<file path="config.mk">
export PLATFORM = sky130hd
export DESIGN_NAME = lsu
export DESIGN_NICKNAME = d
export VERILOG_FILES = /design/src/rtl/lsu.sv
export SDC_FILE = /design/constraint.sdc
export NUM_CORES = 1
export LEC_CHECK = 0
export BUFFER_PORTS_ARGS = -buffer_cell sky130_fd_sc_hd__buf_2
export CORE_MARGIN = 3
export CORE_UTILIZATION = 30
export DETAILED_ROUTE_END_ITERATION = 10
export PLACE_DENSITY = 0.59
export SYNTH_ARGS = -nofsm -noshare
export SYNTH_HDL_FRONTEND = slang
export SYNTH_SLANG_ARGS = --single-unit
</file>
<file path="constraint.sdc">
create_clock -name clk -period 3.4 [get_ports clk]
set_input_delay 0.68 -clock clk [delete_from_list [all_inputs] [get_ports clk]]
set_output_delay 0.68 -clock clk [all_outputs]
set_load 0.01 [all_outputs]
</file>
<file path="src/rtl/lsu.sv">
// lsu: RV32 load/store unit driving a req/ack data-memory port
//
// Ports:
//   clk, rst        clock, synchronous active-high reset
//   start_i         access request from execute (sampled only in IDLE)
//   is_store_i      1 = store, 0 = load
//   funct3_i        access size / signedness (LB/LH/LW/LBU/LHU, SB/SH/SW)
//   addr_i          effective address from the ALU
//   wdata_i         store data (rs2)
//   busy_o          high while the access is in flight (core stall)
//   done_o          one-cycle completion pulse
//   fault_o         valid with done_o: misaligned, illegal funct3 or ack timeout
//   rdata_o         extended load result, held between completions
//   mem_*_o         registered memory request: req, we, word address, byte enables, lane data
//   mem_ack_i       memory acknowledge
//   mem_rdata_i     memory read data (valid with mem_ack_i)
module lsu #(
   parameter int unsigned ACK_TIMEOUT = 255
) (
   input  logic        clk,
   input  logic        rst,
   input  logic        start_i,
   input  logic        is_store_i,
   input  logic [2:0]  funct3_i,
   input  logic [31:0] addr_i,
   input  logic [31:0] wdata_i,
   output logic        busy_o,
   output logic        done_o,
   output logic        fault_o,
   output logic [31:0] rdata_o,
   output logic        mem_req_o,
   output logic        mem_we_o,
   output logic [31:0] mem_addr_o,
   output logic [3:0]  mem_be_o,
   output logic [31:0] mem_wdata_o,
   input  logic        mem_ack_i,
   input  logic [31:0] mem_rdata_i
);
   typedef enum logic [1:0] {S_IDLE, S_BUS, S_RESP} state_e;
   state_e      state_q, state_d;
   logic        mem_req_q, mem_we_q, fault_q;
   logic [31:0] mem_addr_q, mem_wdata_q, rdata_q;
   logic [3:0]  mem_be_q;
   logic [2:0]  f3_q;
   logic [1:0]  off_q;
   logic [15:0] cnt_q;
   logic        illegal, misaligned, bad, accept, timeout_hit, enter_resp, fault_d;
   logic [3:0]  be_d;
   logic [31:0] wd_d, ext, rd_d;
   logic [7:0]  lane_b;
   logic [15:0] lane_h;
   assign illegal    = is_store_i ? (funct3_i[2] | (&funct3_i[1:0]))
                                  : ((&funct3_i[1:0]) | (funct3_i[2] & funct3_i[1]));
   assign misaligned = funct3_i[0] ? addr_i[0] : funct3_i[1] ? |addr_i[1:0] : 1'b0;
   assign bad        = illegal | misaligned;
   assign accept     = (state_q == S_IDLE) & start_i & ~bad;
   // counter holds the number of ack-less BUS cycles already elapsed; this cycle makes one more
   assign timeout_hit = (ACK_TIMEOUT != 0) && (({1'b0, cnt_q} + 17'd1) == 17'(ACK_TIMEOUT));
   assign be_d = funct3_i[1] ? 4'b1111 : funct3_i[0] ? (addr_i[1] ? 4'b1100 : 4'b0011)
                                       : 4'b0001 << addr_i[1:0];
   assign wd_d = funct3_i[1] ? wdata_i : funct3_i[0] ? {2{wdata_i[15:0]}} : {4{wdata_i[7:0]}};
   assign lane_b = 8'(mem_rdata_i >> {off_q, 3'b000});
   assign lane_h = off_q[1] ? mem_rdata_i[31:16] : mem_rdata_i[15:0];
   // f3_q[2] selects zero extension (LBU/LHU)
   assign ext = f3_q[1] ? mem_rdata_i
              : f3_q[0] ? {{16{~f3_q[2] & lane_h[15]}}, lane_h}
              : {{24{~f3_q[2] & lane_b[7]}}, lane_b};
   assign enter_resp = (state_d == S_RESP) & (state_q != S_RESP);
   // entering RESP straight from IDLE is always the fault path; from BUS only a timeout faults
   assign fault_d = (state_q == S_IDLE) | ~mem_ack_i;
   assign rd_d    = ((state_q == S_BUS) & mem_ack_i & ~mem_we_q) ? ext : 32'd0;
   always_ff @(posedge clk) begin
      if (rst) state_q <= S_IDLE;
      else     state_q <= state_d;
   end
   always_comb begin
      state_d = (state_q == S_IDLE) ? (start_i ? (bad ? S_RESP : S_BUS) : S_IDLE)
              : (state_q == S_BUS)  ? ((mem_ack_i | timeout_hit) ? S_RESP : S_BUS)
              : S_IDLE;
   end
   always_comb begin
      busy_o  = state_q != S_IDLE;
      done_o  = state_q == S_RESP;
      fault_o = (state_q == S_RESP) & fault_q;
   end
   always_ff @(posedge clk) begin
      if (rst) begin
         mem_req_q   <= 1'b0;
         mem_we_q    <= 1'b0;
         mem_addr_q  <= '0;
         mem_be_q    <= '0;
         mem_wdata_q <= '0;
         f3_q        <= '0;
         off_q       <= '0;
         cnt_q       <= '0;
         fault_q     <= 1'b0;
         rdata_q     <= '0;
      end else begin
         mem_req_q <= state_d == S_BUS;
         if (accept) begin
            mem_we_q    <= is_store_i;
            mem_addr_q  <= {addr_i[31:2], 2'b00};
            mem_be_q    <= be_d;
            mem_wdata_q <= wd_d;
            f3_q        <= funct3_i;
            off_q       <= addr_i[1:0];
            cnt_q       <= '0;
         end else if ((state_q == S_BUS) & ~mem_ack_i) begin
            cnt_q <= cnt_q + 16'd1;
         end
         if (enter_resp) begin
            fault_q <= fault_d;
            rdata_q <= rd_d;
         end
      end
   end
   assign mem_req_o   = mem_req_q;
   assign mem_we_o    = mem_we_q;
   assign mem_addr_o  = mem_addr_q;
   assign mem_be_o    = mem_be_q;
   assign mem_wdata_o = mem_wdata_q;
   assign rdata_o     = rdata_q;
endmodule

</file>
======== Word-level counts from Yosys, hierarchy flattened ========
Index checks and enable logic that the tools add are counted.
storage, ports and cells
  output and inout bits ................... 105
  bits of input ports ..................... 104
  RAM bits ................................ 0
  latch bits .............................. 0
  memories ................................ 0
  word-level logic and storage cells ...... 62
  bits in registers ....................... 124
  memory bits (read-only) ................. 0
cells by class
  mux-type cells .......................... 17
  add/sub/neg operators ................... 2
  shift-type cells ........................ 2
  magnitude comparators ................... 0
  equal/unequal tests ..................... 6
  reduce and logical (&&, ||, !) cells .... 5
  bitwise logic cells ..................... 19
  div/mod/pow operators ................... 0
  multipliers ............................. 0
operators by type and width
  operator                                              count
  2-to-1 mux 32 bit                                     5
  >> shifter 32 x 5 -> 8 bit                            1
  adder 16 x 1 -> 17 bit, second input constant         1
  equality test 17 x 8 -> 1 bit, second input constant  1
  adder 16 x 1 -> 16 bit, second input constant         1
  2-to-1 mux 16 bit                                     1
  2-to-1 mux 4 bit                                      3
  AND 1 bit                                             10
  2-to-1 mux 2 bit                                      5
  bitwise OR 1 bit                                      5
  equality test 2 x 1 -> 1 bit, second input constant   2
  equality test 2 bit, second input constant            2
  NOT 1 bit                                             4
  OR reduction 2 bit                                    2
  left shift 1 x 2 -> 4 bit, first input constant       1
  2-to-1 mux 1 bit                                      3
  logical NOT 2 bit                                     1
  inequality test 2 bit, second input constant          1
  AND reduction 2 bit                                   1
  nonzero test 2 bit                                    1

======== Longest topological paths before layout ========
  depth in word-level cells ............... 9
  mapped depth ............................ 9
  depth with buffers taken out ............ 7

======== Worst setup path after synthesis ========
Ideal clock, no wire load.
  path type ............................... register to register
  start point ............................. register cnt_q[0]
  end point ............................... register rdata_q[15] (netlist: rdata_o[15])
  setup time .............................. 0.131 ns
  path slack .............................. 0.925 ns
  period minus slack after synthesis ...... 2.475 ns
  stages on the path, launching flop included .. 10
  arrival time ............................ 2.344 ns
  data required time ...................... 3.269 ns
  buffers on the path ..................... 2
  cells stage by stage .................... dfxtp_1 -> ha_1 -> clkbuf_1 -> nand2_1 -> nor4_1 -> mux2i_1 -> nand4b_1 -> a2111oi_4 -> buf_4 -> o31ai_1
on the way
  word-level cells in the longest chain between the ends .. 8
ends and longest elaborated chain
  what                           line  text
  start: declaration             46    logic [15:0] cnt_q;
  start signal: assignment       109   cnt_q <= cnt_q + 16'd1;
  adder 16 x 1 -> 17 bit         58    assign timeout_hit = (ACK_TIMEOUT != 0) && (({1'b0, cnt_q} + 17'd1) == 17'(ACK_TIMEOUT));
  equality test 17 x 8 -> 1 bit  58
  bitwise OR 1 bit               78    : (state_q == S_BUS) ? ((mem_ack_i | timeout_hit) ? S_RESP : S_BUS)
  2-to-1 mux 2 bit (2 in a row)  78
  2-to-1 mux 2 bit               77    state_d = (state_q == S_IDLE) ? (start_i ? (bad ? S_RESP : S_BUS) : S_IDLE)
  equality test 2 bit            68    assign enter_resp = (state_d == S_RESP) & (state_q != S_RESP);
  AND 1 bit                      68
  end signal: assignment         113   rdata_q <= rd_d;
  end: declaration               42    logic [31:0] mem_addr_q, mem_wdata_q, rdata_q;
Every way passes these cells.
A chain may end at the register's enable or synchronous reset.

======== Worst setup path in the final report ========
  start point ............................. register cnt_q[0]
  end point ............................... register rdata_q[1] (netlist: rdata_o[1])
The elaborated chain is that of the path after synthesis.

==> metrics <==
status completed; WS Path Type flip-flop to flip-flop; largest net degree at the start of global routing a little under 80; Layout area overhead 28.8%; crit share post-route about four fifths; clock sinks approximately 120; most common flop cell mapped by yosys dfxtp_1; final antenna-violating net count 0; Core Area 19600 um2; worst hold slack between 400 and 500 ps; CTS tree done; nets@finish approximately 1.1k; Worst-Skew Late Latency 410 ps; power per cell area about 480 nW/um2; post-synthesis instance total just under 800; HP Class flip-flop to flip-flop; post-synthesis compound-gate area fraction between 20% and 30%; antenna violations before repair 2; Routability Congestion approximately 0.85; Slew @ Worst Pin ~800 ps; number of remaining DRC errors 0; CTS Buf Count 17; Die Y around 150 um; area leader, netlist dfxtp_1; Worst setup EP type flip-flop; CP Launch Type flip-flop; yosys warns 0; Async SR Flop Fraction 0%; adder-cell area share of the yosys netlist 0.416%; worst-case clock buffer depth 2; Placement Cell Area between 7000 and 8000 um2; routed vias/inst 4.87; H-tree depth reported by CTS 4; final worst slack approximately 650 ps; top post-synthesis cells by area dfxtp_1, nand2_1, a21oi_1; most common cell after layout, fill and taps aside buf_2; detailed-route wire length about 18000 um; Cell variety after synth roughly 50; # Post-CTS Setup Buffers 0; syn avg cell area ~7.7 um2; Final setup viols 0; # port buffers 206; commonest non-fill, non-tap cells in the layout buf_2, nand2_1, dfxtp_1; Post-Synth Simple-Gate Area 22.5%; Post-synth EDFFs 0; post-CTS sizing 0; Worst-path clk slew roughly 60 ps; Finished Cell Area approximately 7800 um2; largest family of logic cells by synthesized area simple AND/OR/NAND/NOR gates; Req. time, crit path about 3700 ps; first-pass GRT wire length between 20000 and 30000 um; Place WS roughly 650 ps; Max-Cap Viols 0; WL/cell 15.1 um; Initial Utilization between 30% and 40%; DRT Pass-1 Iters 4; Via Count a little under 6k; Tmin final about 2700 ps; Fin Setup TNS 0 ps; DRT iter0 DRCs 280; IO Pins around 210; mux share of post-synthesis cell area 2.76%; dpl hpwl 13000 um; count of final hold-check violations 0; die width approximately 150 um; Static Leak around 3.2 nW; sequential area share after synthesis around two fifths; number of global-route vias before repair ~5.5k; Yosys reg bits roughly 120; Slew headroom a little under half; Post-Synth XOR/XNOR Area ~2.8%; CP max FO 35; Final Max Tran Viols 0; placement row count approximately 50; CTS Hold Bufs 0; GR Util All Layers ~17%; f_max 364 MHz; GRT overflow 0; top cell type's share of synthesized area about two fifths; Clock Tree Root clkbuf_16; share of cells above drive strength 1 between 20% and 30%; skew final approximately 7.8 ps; Max VDD drop 0.342 mV; Post-Syn Area 6020 um2; fill count about 2.1k; Util after Layout 39.6%; DIE AREA around 22000 um2; RSZ-0062 raised after global routing no; CP arrival 3020 ps
worst max-delay path, cell delays in order (launching register included):
cell       delay (ps)
dfxtp_1           440
ha_1              330
nand2_1           130
nor4_1            360
mux2i_1           270
nand4b_1          170
a2111oi_4         280
buf_4             420
o311ai_0          180
power breakdown:
part / total [mW] / switching, mW / internal (mW)
logic: 0.425 / 0.261 / 0.165
clock network: 1.73 / 0.632 / 1.10
registers: 1.55 / 0.0362 / 1.51
total: 3.70 / 0.929 / 2.77
cell usage after synthesis (5+ instances only):
| library cell | n |
|---|---|
| o41ai_1 | 23 |
| buf_2 | 8 |
| nor4_1 | 5 |
| dfxtp_1 | 124 |
| o221ai_1 | 8 |
| nand3_1 | 20 |
| nand2_1 | 126 |
| o311ai_0 | 5 |
| nor2_1 | 60 |
| nor2b_1 | 30 |
| nand2b_1 | 8 |
| a21oi_1 | 90 |
| o22ai_1 | 9 |
| mux2i_1 | 11 |
| a211oi_1 | 20 |
| a31oi_1 | 26 |
| xor2_1 | 12 |
| nor3_1 | 31 |
| xnor2_1 | 7 |
| clkbuf_1 | 56 |
| a32oi_1 | 7 |
| inv_1 | 46 |
| buf_4 | 5 |
path summary, 6_finish.rpt:
kind / startpoint / end / slack [ps] / depth (start not counted)
setup reg to reg: cnt_q[0] / rdata_o[1] / 650 / 8
hold reg to reg: mem_wdata_o[5] / mem_wdata_o[5] / 450 / 2
setup / recovery: cnt_q[0] / rdata_o[1] / 650 / 8
hold / removal: mem_wdata_o[5] / mem_wdata_o[5] / 450 / 2
layer usage:
layer / GRT usage [%] / wire [um]
met1: 21.8 / 8480
met4: 6.99 / 517
met2: 25.9 / 8430
met3: 5.03 / 1030
met5: 0 / 13
layout make-up:
class	count	area, um2	share of cell area, %
clock buffer	21	460	5.94
tap	265	332	4.28
inverter	47	176	2.27
antenna	1	2.50	0.0323
clock inverter	8	95.1	1.23
sequential	124	2480	32.0
multi-input combinational	540	3060	39.5
timing repair buffer	219	1140	14.7
cell families after synthesis:
logic type / after synthesis
compound gates: 203
xor+xnor: 19
fa+ha+maj: 2
buf+inv: 120
flops: 124
mux: 15
other cells: 1
simple gates: 299
state kept, by name, summed over array words and instances, names as in the netlist:
register,flops
fault_q,1
mem_addr_o,30
cnt_q,16
mem_req_o,1
rdata_o,32
f3_q,3
off_q,2
mem_wdata_o,32
mem_be_o,4
mem_we_o,1
state_q,2
through the flow:
step,total power [mW],cells
5_1_grt,3.87,1225
2_1_floorplan,1.82,784
3_5_place_dp,2.01,1195
6_report,3.70,1225
3_3_place_gp,2.00,1195
4_1_cts,3.76,1224
Note: power is estimated with default switching activity, not from simulation.
